`src/rtl/carry_bitstream_serializer_pkg.sv`:
```
// Shared types for the carry bitstream serializer: bundle flags, FSM states,
// the buffered bundle payload and the end-of-bundle decode.
package carry_ser_pkg;

    localparam int unsigned SER_BITSTREAM_WIDTH = 8;
    localparam int unsigned FLAG_WIDTH          = 3;
    localparam int unsigned STATE_WIDTH         = 3;

    localparam logic [FLAG_WIDTH-1:0] FLAG_NONE         = 3'd0;
    localparam logic [FLAG_WIDTH-1:0] FLAG_B1           = 3'd1;
    localparam logic [FLAG_WIDTH-1:0] FLAG_B1_B2        = 3'd2;
    localparam logic [FLAG_WIDTH-1:0] FLAG_B1_B3        = 3'd3;
    localparam logic [FLAG_WIDTH-1:0] FLAG_B1_B4        = 3'd4;
    localparam logic [FLAG_WIDTH-1:0] FLAG_B1_RUN       = 3'd5;
    localparam logic [FLAG_WIDTH-1:0] FLAG_B1_RUN_B4    = 3'd6;
    localparam logic [FLAG_WIDTH-1:0] FLAG_B1_RUN_B4_B5 = 3'd7;

    typedef logic [STATE_WIDTH-1:0] state_t;

    localparam state_t ST_IDLE = 3'd0;
    localparam state_t ST_B1   = 3'd1;
    localparam state_t ST_B2   = 3'd2;
    localparam state_t ST_B3   = 3'd3;
    localparam state_t ST_RUN  = 3'd4;
    localparam state_t ST_B4   = 3'd5;
    localparam state_t ST_B5   = 3'd6;

    typedef struct packed {
        logic [FLAG_WIDTH-1:0]          flag;
        logic [SER_BITSTREAM_WIDTH-1:0] b1;
        logic [SER_BITSTREAM_WIDTH-1:0] b2;
        logic [SER_BITSTREAM_WIDTH-1:0] b3;
        logic [SER_BITSTREAM_WIDTH-1:0] b4;
        logic [SER_BITSTREAM_WIDTH-1:0] b5;
        logic                           last;
    } bundle_t;

    // True when the byte presented in this state is the bundle's final byte.
    function automatic logic is_final_byte(
        input state_t                         state,
        input logic [FLAG_WIDTH-1:0]          flag,
        input logic [SER_BITSTREAM_WIDTH-1:0] b3,
        input logic [SER_BITSTREAM_WIDTH-1:0] run_cnt
    );
        logic fin;
        fin = 1'b0;
        case (state)
            ST_B1:   fin = (flag == FLAG_B1) ||
                           ((flag == FLAG_B1_RUN) && (b3 == '0));
            ST_B2:   fin = (flag == FLAG_B1_B2);
            ST_B3:   fin = (flag == FLAG_B1_B3);
            ST_RUN:  fin = (flag == FLAG_B1_RUN) &&
                           (run_cnt == SER_BITSTREAM_WIDTH'(1));
            ST_B4:   fin = (flag == FLAG_B1_B4) || (flag == FLAG_B1_RUN_B4);
            ST_B5:   fin = 1'b1;
            default: fin = 1'b0;
        endcase
        return fin;
    endfunction

endpackage

```
`src/rtl/carry_bundle_fifo.sv`:
```
// Single-clock FIFO of carry bundles with a registered occupancy count and a
// combinational head-of-queue view.
module carry_bundle_fifo
    import carry_ser_pkg::*;
#(
    parameter int unsigned DEPTH      = 8,
    parameter int unsigned ADDR_WIDTH = 3
) (
    input  logic                clk,
    input  logic                reset,
    input  logic                push,
    input  logic                pop,
    input  bundle_t             wr_data,
    output bundle_t             head,
    output logic                full,
    output logic                empty,
    output logic [ADDR_WIDTH:0] count
);

    bundle_t               mem [DEPTH];
    logic [ADDR_WIDTH-1:0] wr_ptr;
    logic [ADDR_WIDTH-1:0] rd_ptr;
    logic                  push_ok;
    logic                  pop_ok;

    assign full    = (count == (ADDR_WIDTH + 1)'(DEPTH));
    assign empty   = (count == '0);
    assign push_ok = push && !full;
    assign pop_ok  = pop && !empty;
    assign head    = mem[rd_ptr];

    // Storage is not reset; occupancy alone defines which entries are live.
    always_ff @(posedge clk) begin
        if (push_ok) begin
            mem[wr_ptr] <= wr_data;
        end
    end

    always_ff @(posedge clk) begin
        if (reset) begin
            wr_ptr <= '0;
            rd_ptr <= '0;
            count  <= '0;
        end else begin
            if (push_ok) begin
                wr_ptr <= wr_ptr + ADDR_WIDTH'(1);
            end
            if (pop_ok) begin
                rd_ptr <= rd_ptr + ADDR_WIDTH'(1);
            end
            case ({push_ok, pop_ok})
                2'b10:   count <= count + (ADDR_WIDTH + 1)'(1);
                2'b01:   count <= count - (ADDR_WIDTH + 1)'(1);
                default: count <= count;
            endcase
        end
    end

endmodule

```
`src/rtl/carry_bitstream_serializer.sv`:
```
// Buffers flag-encoded carry bundles and expands them, run-length repeats
// included, into a one-byte-per-beat valid/ready stream.
module carry_bitstream_serializer
    import carry_ser_pkg::*;
#(
    parameter int unsigned SER_FIFO_DEPTH      = 8,
    parameter int unsigned SER_FIFO_ADDR_WIDTH = 3
) (
    input  logic                           ser_clk,
    input  logic                           ser_reset,
    input  logic [SER_BITSTREAM_WIDTH-1:0] in_carry_bit_1,
    input  logic [SER_BITSTREAM_WIDTH-1:0] in_carry_bit_2,
    input  logic [SER_BITSTREAM_WIDTH-1:0] in_carry_bit_3,
    input  logic [SER_BITSTREAM_WIDTH-1:0] in_carry_bit_4,
    input  logic [SER_BITSTREAM_WIDTH-1:0] in_carry_bit_5,
    input  logic [2:0]                     in_carry_flag,
    input  logic                           in_flag_last,
    output logic                           in_ready,
    output logic [SER_BITSTREAM_WIDTH-1:0] out_byte,
    output logic                           out_valid,
    input  logic                           out_ready,
    output logic                           out_last,
    output logic                           overflow_error
);

    bundle_t                        in_bundle;
    bundle_t                        head;
    logic                           push;
    logic                           pop;
    logic                           full;
    logic                           empty;
    logic [SER_FIFO_ADDR_WIDTH:0]   count;
    state_t                         state;
    state_t                         state_next;
    logic [SER_BITSTREAM_WIDTH-1:0] run_cnt;
    logic [SER_BITSTREAM_WIDTH-1:0] run_cnt_next;
    logic                           beat;
    logic                           final_byte;
    logic                           more_queued;

    assign in_bundle = '{flag: in_carry_flag, b1: in_carry_bit_1, b2: in_carry_bit_2,
                         b3: in_carry_bit_3, b4: in_carry_bit_4, b5: in_carry_bit_5,
                         last: in_flag_last};

    assign in_ready    = !full;
    assign push        = (in_carry_flag != FLAG_NONE) && !full;
    assign out_valid   = (state != ST_IDLE);
    assign beat        = out_valid && out_ready;
    assign final_byte  = is_final_byte(state, head.flag, head.b3, run_cnt);
    assign pop         = beat && final_byte;
    assign out_last    = out_valid && head.last && final_byte;
    assign more_queued = (count > (SER_FIFO_ADDR_WIDTH + 1)'(1)) || push;

    carry_bundle_fifo #(
        .DEPTH      (SER_FIFO_DEPTH),
        .ADDR_WIDTH (SER_FIFO_ADDR_WIDTH)
    ) u_fifo (
        .clk     (ser_clk),
        .reset   (ser_reset),
        .push    (push),
        .pop     (pop),
        .wr_data (in_bundle),
        .head    (head),
        .full    (full),
        .empty   (empty),
        .count   (count)
    );

    always_ff @(posedge ser_clk) begin
        if (ser_reset) begin
            state          <= ST_IDLE;
            run_cnt        <= '0;
            overflow_error <= 1'b0;
        end else begin
            state   <= state_next;
            run_cnt <= run_cnt_next;
            if ((in_carry_flag != FLAG_NONE) && full) begin
                overflow_error <= 1'b1;
            end
        end
    end

    // Expander: walks the head bundle one byte per beat, holding without a beat.
    always_comb begin
        state_next   = state;
        run_cnt_next = run_cnt;
        if (state == ST_IDLE) begin
            if (!empty || push) begin
                state_next = ST_B1;
            end
        end else if (beat) begin
            if (final_byte) begin
                state_next = more_queued ? ST_B1 : ST_IDLE;
            end else begin
                case (state)
                    ST_B1: begin
                        if (head.flag <= FLAG_B1_B4) begin
                            state_next = ST_B2;
                        end else if (head.b3 != '0) begin
                            state_next   = ST_RUN;
                            run_cnt_next = head.b3;
                        end else begin
                            state_next = ST_B4;
                        end
                    end
                    ST_B2:   state_next = ST_B3;
                    ST_B3:   state_next = ST_B4;
                    ST_RUN: begin
                        if (run_cnt == SER_BITSTREAM_WIDTH'(1)) begin
                            state_next = ST_B4;
                        end else begin
                            run_cnt_next = run_cnt - SER_BITSTREAM_WIDTH'(1);
                        end
                    end
                    ST_B4:   state_next = ST_B5;
                    default: state_next = ST_IDLE;
                endcase
            end
        end
    end

    always_comb begin
        out_byte = '0;
        case (state)
            ST_B1:   out_byte = head.b1;
            ST_B2:   out_byte = head.b2;
            ST_B3:   out_byte = head.b3;
            ST_RUN:  out_byte = head.b2;
            ST_B4:   out_byte = head.b4;
            ST_B5:   out_byte = head.b5;
            default: out_byte = '0;
        endcase
    end

endmodule
```
`config.mk`:
```
export PLATFORM = sky130hd
export DESIGN_NAME = carry_bitstream_serializer
export DESIGN_NICKNAME = d
export VERILOG_FILES = /design/src/rtl/carry_bitstream_serializer_pkg.sv /design/src/rtl/carry_bundle_fifo.sv /design/src/rtl/carry_bitstream_serializer.sv
export SDC_FILE = /design/constraint.sdc
export NUM_CORES = 1
export LEC_CHECK = 0
export ABC_AREA = 1
export CORE_MARGIN = 4
export CORE_UTILIZATION = 35
export CTS_BUF_LIST = sky130_fd_sc_hd__clkbuf_4
export CTS_CLUSTER_DIAMETER = 80
export CTS_CLUSTER_SIZE = 20
export DETAILED_ROUTE_END_ITERATION = 10
export DONT_BUFFER_PORTS = 1
export SYNTH_ARGS = -nofsm -noshare
export SYNTH_HDL_FRONTEND = slang
export SYNTH_SLANG_ARGS = --single-unit
```
`constraint.sdc`:
```
create_clock -name ser_clk -period 6.4 [get_ports ser_clk]
set_clock_uncertainty 0.15 [all_clocks]
set_input_delay 1.28 -clock ser_clk [delete_from_list [all_inputs] [get_ports ser_clk]]
set_output_delay 1.28 -clock ser_clk [all_outputs]
set_load 0.01 [all_outputs]
```
==> impl_metrics.json, run 1 <==
{
  "yosysTopAreaCell": "edfxtp_1",
  "final.period_utilization_pct": 82.03,
  "grt_pass1_vias": 9600,
  "hold_ws_ns": 0.3495,
  "coreArea_um2": 43460,
  "r2r_slack_ns": 2.56,
  "synthArstFlopShare_pct": 0,
  "drive_gt1_share_pct": 6.006,
  "postCtsHoldBufs": 0,
  "syn_to_final_growth_pct": 5.044,
  "min_path_cells": 2,
  "max_slew.worst_pin.slew_ns": 1.233,
  "clockBufferDepth": 3,
  "synth_compound_area_share_pct": 10.43,
  "fin_util_pct": 37.59,
  "setup_violations": 0,
  "first_pass_iters": 5,
  "clk_pin_slew_ns": 0.20,
  "p_leak_uw": 0.005584,
  "grt_max_degree": 112,
  "initial_utilization_pct": 35.79,
  "reg2reg_depth": 19,
  "path_cells": "inv_6, nand2_1, nand2_1, nand2_1, nand3_1, nand2_1, nand2_1, nor2_1, nand2_1, nand2_1, nand2_2, nand2_4, o21ai_0, nor2_1",
  "initialDrtViolationCount": 892,
  "dp_hpwl_mm": 21.21,
  "synth_top_area_share_pct": 67.96,
  "synth_top_family_by_area": "simple AND/OR/NAND/NOR gates",
  "holdCritPathClass": "flip-flop to flip-flop",
  "yosysMostFrequentCell": "edfxtp_1",
  "hold_violations": 0,
  "clock.fmax_mhz": 190.5,
  "drc": 0,
  "num_rows": 76,
  "gr-total-overflow": 0,
  "synth_edf_count": 352,
  "arrival_ns": 3.82,
  "required_ns": 4.97,
  "cap_violations": 0,
  "dr_total_vias": 9816,
  "cts_setup_buffers": 0,
  "cts_resized": 0,
  "synth_xor_area_share_pct": 0.1689,
  "setup_ws_ns": 1.150,
  "synth_fp_nets": 1362,
  "critPathLaunchType": "flip-flop",
  "critical_path_buf_inv_count": 1,
  "rsz0062_at_grt": "false",
  "worstSetupPathType": "flip-flop to output pin",
  "irDropWorstVdd_v": 0.0002010,
  "yosys-mux-area-fraction_pct": 0,
  "r2r_end": "u_fifo.count[3]$_SDFFE_PP0P_",
  "syn_avg_cell_area_um2": 11.90,
  "synth_seq_cells": 377,
  "syn_inst": 1307,
  "gp_congestion": 0.7934,
  "nets": 1330,
  "syn_area_um2": 15550,
  "synth_common_cells": "edfxtp_1 (352), nand2_1 (203), nor2_1 (184)",
  "drt_wl_total_mm": 38.42,
  "h-tree-depth": 1,
  "max_stage_delay_ns": 0.88,
  "drv_slew": 0,
  "place_worst_setup_slack_ns": 2.027,
  "crit_path_top_delay_cell": "dfxtp_4",
  "die_w_um": 218.8,
  "yosysWarnings": 0,
  "cts_root_buf": "clkbuf_4",
  "slew_headroom_pct": 17.59,
  "ant_nets": 0,
  "synth-simple-area-share_pct": 13.10,
  "die_area_um2": 47870,
  "crit_fanout": 111,
  "numPortBuffers": 0,
  "cp_common_cell": "nand2_1",
  "yosys.area_share.adder_pct": 0.6436,
  "ys.flop_type": "edfxtp_1",
  "die_y_um": 218.8,
  "synth_cell_type_count": 37,
  "synth_area_leaders": "edfxtp_1 (68%), nand2_1 (4.9%), o21ai_0 (4.8%), nor2_1 (4.4%), dfxtp_1 (3.2%)",
  "grt_pass1_wl_mm": 58.48,
  "period_needed_ns": 5.250,
  "yosysSeqAreaShare_pct": 71.18,
  "whs_endpoint": "overflow_error$_SDFFE_PP0P_",
  "nFillCells": 4207,
  "status": "completed",
  "cts_tree": "yes",
  "crit_family": "simple AND/OR/NAND/NOR gates",
  "end_kind": "output pin",
  "grt_util_all_layers_pct": 15.90,
  "cts_buffers": 23,
  "worstHoldStart": "overflow_error$_SDFFE_PP0P_",
  "viasPerCell": 5.255,
  "setup_tns_ns": 0,
  "antenna_found_initial": 1,
  "power_per_cell_area_nw_per_um2": 278.7,
  "cts_sinks": 377,
  "wire_per_inst_um": 20.57,
  "io_pins": 59,
  "worstSkewPairLatency_ns": 0.79
}
-- how the worst max path moves through the flow --
stage | cells after the start | slack, ns | end | startpoint
floorplan | 5 | 2.21 | u_fifo.mem[0][0]$_DFFE_PP_ | in_carry_flag[1]
global placement | 7 | 2.01 | out_byte[6] | flip-flop
detailed placement | 14 | 2.03 | out_last | flip-flop
CTS | 14 | 1.13 | out_last | flip-flop
global route | 14 | 0.84 | out_last | flip-flop
finish | 14 | 1.15 | out_last | flip-flop
-- through the flow --
| stage | power (uW) | cells | instance area, um2 |
|---|---|---|---|
| CTS | 4597 | 1867 | 16330 |
| floorplan | 3443 | 1307 | 15550 |
| detailed placement | 3687 | 1835 | 16090 |
| global route | 4774 | 1868 | 16340 |
| finish | 4553 | 1868 | 16340 |
| global placement | 3670 | 1835 | 16090 |
-- worst register-to-register path, stage by stage, from the launching register on --
cell and delay (ns):
dfxtp_4 0.88, inv_6 0.54, nand2_1 0.29, nand2_1 0.06, nand2_1 0.05, nand3_1 0.14, nand2_1 0.15, nand2_1 0.06
nor2_1 0.10, nand2_1 0.12, nand2_1 0.10, nand2_2 0.10, nand2_4 0.13, nand2_4 0.07, inv_2 0.07, ha_1 0.28
a21oi_1 0.13, o21ai_0 0.12, o21ai_0 0.16, a21oi_1 0.05
-- cell usage in the layout (no fill, tap or decap), drive strengths merged --
cell type,synthesis,routed
o221ai,39,39
a21o,1,1
a21oi,18,18
dfxtp,25,25
nand4,8,8
nor2,185,185
clkinvlp,0,2
nor3,6,6
diode,0,1
o21bai,4,4
buf,31,15
nor3b,2,2
xor2,3,3
o2111ai,1,1
edfxtp,352,352
or3,1,1
inv,83,85
o22ai,29,29
nand3,79,79
clkbuf,41,28
a21boi,1,1
o211ai,16,16
nand2,207,207
a31oi,4,4
ha,8,8
o21ai,162,162
and3,1,1
-- routing by layer --
layer,share of wire (%),wire length (um),track usage [%],vias up
met1,44,16880,21.67,4890
li1,-,-,-,4606
met4,2.1,794,3.434,0
met3,6.9,2666,3.836,52
met5,0,0,0,-
met2,47,18080,26.08,268
-- final cells by class --
type / instances / area, um2 / area share, %
Sequential cell: 377 / 11080 / 67.80
Multi-Input combinational cell: 775 / 3849 / 23.56
Tap cell: 585 / 732.0 / 4.480
Inverter: 83 / 319.1 / 1.953
Clock buffer: 28 / 210.2 / 1.287
Timing Repair Buffer: 15 / 112.6 / 0.6893
Clock inverter: 4 / 35.03 / 0.2144
Antenna cell: 1 / 2.502 / 0.01532
-- report_power, final --
group          leakage (uW)  internal [uW]  switching, uW  total (uW)
Clock              0.000140            211            719         929
Combinational       0.00201            195            525         720
Sequential          0.00343           2850           54.7        2900
Total               0.00558           3250           1300        4550
-- cells by family (layout without fill, tap and decap cells) --
logic type	Yosys count	after routing
compound gates	275	275
xor+xnor	3	3
fa+ha+maj	8	8
buf+inv	155	130
flops	377	377
other cells	0	1
simple gates	489	489
-- registers in the layout, summed over array words and instances, names as in the netlist, named ones only --
| register | flops |
|---|---|
| overflow_error | 1 |
| run_cnt | 8 |
| state | 3 |
| u_fifo.count | 4 |
| u_fifo.mem | 352 |
| u_fifo.rd_ptr | 3 |
| u_fifo.wr_ptr | 3 |
No activity file was read; power rests on OpenSTA's default activity.
==> run 2: changes to the inputs <==
==> constraint.sdc (replaced) <==
create_clock -name ser_clk -period 4.4 [get_ports ser_clk]
set_clock_uncertainty 0.15 [all_clocks]
set_input_delay 0.88 -clock ser_clk [delete_from_list [all_inputs] [get_ports ser_clk]]
set_output_delay 0.88 -clock ser_clk [all_outputs]
set_load 0.01 [all_outputs]
==> run 2 against run 1 <==
  * Sequential share of layout area fell by 2.8 points
  * Total power grew 48%
  * Cell count up 3.4%
  * Largest cell class unchanged
==> impl_metrics.json, run 2 (same netlist as run 1, synthesis figures left out) <==
{
  "power_per_cell_area_nw_per_um2": 396.8,
  "finalNonFillerCells": 1931,
  "final_cell_mix": "edfxtp_1 (352), nand2_1 (203), nor2_1 (176)",
  "crit_fanout": 97,
  "top_regs": "u_fifo.mem: 352 flops, run_cnt: 8 flops, u_fifo.count: 4 flops",
  "final.period_utilization_pct": 92.74,
  "initial_utilization_pct": 35.79,
  "clock.fmax_mhz": 245.1,
  "worstSetupPathType": "flip-flop to output pin",
  "cts_root_buf": "clkbuf_4",
  "dp_hpwl_mm": 21.53,
  "power_switching_uw": 1961,
  "die_area_um2": 47870,
  "die_y_um": 218.8,
  "status": "completed",
  "numPortBuffers": 0,
  "hold_violations": 0,
  "layout_commonest_cell": "edfxtp_1",
  "clk_pin_slew_ns": 0.22,
  "grt_pass1_vias": 9655,
  "antenna_found_initial": 5,
  "io_pins": 59,
  "slew_headroom_pct": 41.33,
  "cap_violations": 0,
  "fin_util_pct": 39.19,
  "placedCellCount": 1844,
  "swShare_pct": 29.02,
  "coreArea_um2": 43460,
  "drive_gt1_share_pct": 6.776,
  "ant_nets": 0,
  "drv_slew": 0,
  "arrival_ns": 3.05,
  "syn_to_final_growth_pct": 9.493,
  "p_leak_uw": 0.005897,
  "initialDrtViolationCount": 954,
  "hold_ws_ns": 0.1359,
  "largest_reg_flops": 352,
  "grt_max_degree": 98,
  "critPathLaunchType": "flip-flop",
  "internal_power_uw": 4796,
  "largest_register": "u_fifo.mem",
  "cts_tree": "yes",
  "worstSkewPairLatency_ns": 0.78,
  "gr-total-overflow": 0,
  "drc": 0,
  "period_needed_ns": 4.080,
  "cts_sinks": 377,
  "rsz0062_at_grt": "false",
  "seqPwrFrac_pct": 62.3,
  "cts_buffers": 23,
  "viasPerCell": 5.212,
  "wire_per_inst_um": 20.27,
  "final_area_um2": 17030,
  "irDropWorstVdd_v": 0.0002458,
  "nets": 1390,
  "end_kind": "output pin",
  "dr_total_vias": 10070,
  "comb_power_share_pct": 17.2,
  "grt_pass1_wl_mm": 59.40,
  "clockBufferDepth": 3,
  "h-tree-depth": 1,
  "grt_util_all_layers_pct": 16.08,
  "power_frac_clock_pct": 20.4,
  "die_w_um": 218.8,
  "first_pass_iters": 6,
  "gp_congestion": 0.8365,
  "required_ns": 3.37,
  "holdCritPathClass": "input pin to flip-flop",
  "dpl_cell_area_um2": 16220,
  "drt_wl_total_mm": 39.15,
  "setup_violations": 0,
  "max_slew.worst_pin.slew_ns": 0.8800,
  "setup_tns_ns": 0,
  "num_rows": 76
}
## run 2: critical path: stages, from the launching register on
cell     delay [ns]
dfxtp_4        0.47
inv_8          0.41
nand2_1        0.12
nand3_1        0.09
nand3_1        0.10
nand2_1        0.15
nand2_1        0.08
nor2_1         0.10
nand2_1        0.10
nand2_1        0.08
nand2_2        0.08
nand2_4        0.12
o21ai_0        0.09
nor2_1         0.25
## run 2: power by group through the flow
| stage | clock (uW) | sequential [uW] | combinational [uW] |
|---|---|---|---|
| after CTS | 1420 | 4210 | 1170 |
| after global routing | 1550 | 4230 | 1300 |
| final | 1380 | 4210 | 1170 |
| after global placement | 0 | 4290 | 1070 |
| after floorplan | 0 | 4280 | 724 |
| after detailed placement | 0 | 4300 | 1080 |
## run 2: path summary, 6_finish.rpt
path                                                      end                     startpoint  cells after the start  slack (ns)
worst max-delay path                                 out_last                      flip-flop                     13        0.32
worst min-delay path             u_fifo.count[1]$_SDFFE_PP0P_                      ser_reset                      3        0.14
worst max register to register   u_fifo.count[3]$_SDFFE_PP0P_                      flip-flop                     20        1.26
worst min register to register  u_fifo.wr_ptr[0]$_SDFFE_PP0P_  u_fifo.wr_ptr[0]$_SDFFE_PP0P_                      2        0.35
## run 2: layout make-up
type | count | area, um2
fillers | 4141 | 26430
flip-flops and latches | 377 | 11080
multi-input cells | 775 | 3846
repair buffers | 75 | 794.5
well taps | 585 | 732.0
inverters | 83 | 321.6
clock buffers | 29 | 217.7
clock inverters | 4 | 32.53
diodes | 3 | 7.507
## run 2: routing by layer
layer  track usage (%)  routed length, um  vias to the layer above  share of wire, %
li1                  -                  -                     4728                 -
met1             22.98              17630                     4964                45
met2             26.03              18180                      302                46
met3             2.797               2526                       67               6.5
met4             3.349                792                        4               2.0
met5                 0                 21                        -             0.054
## run 2: timing repair
| item | CTS | global route |
|---|---|---|
| gates cloned | 1 | 0 |
| hold endpoints to repair | 358 | 0 |
| setup endpoints to repair | 4 | 8 |
| hold buffers | 45 | 0 |
| buffers inserted | 1 | 4 |
| resized for setup | 2 | 1 |
## run 2: per-stage QoR
| stage | worst slack, ns | power (uW) |
|---|---|---|
| 6_report | 0.3195 | 6757 |
| 5_1_grt | 0.03469 | 7087 |
| 4_1_cts | 0.09118 | 6805 |
| 3_5_place_dp | 0.8370 | 5380 |
| 3_3_place_gp | 0.8284 | 5364 |
| 2_1_floorplan | 0.6148 | 5008 |
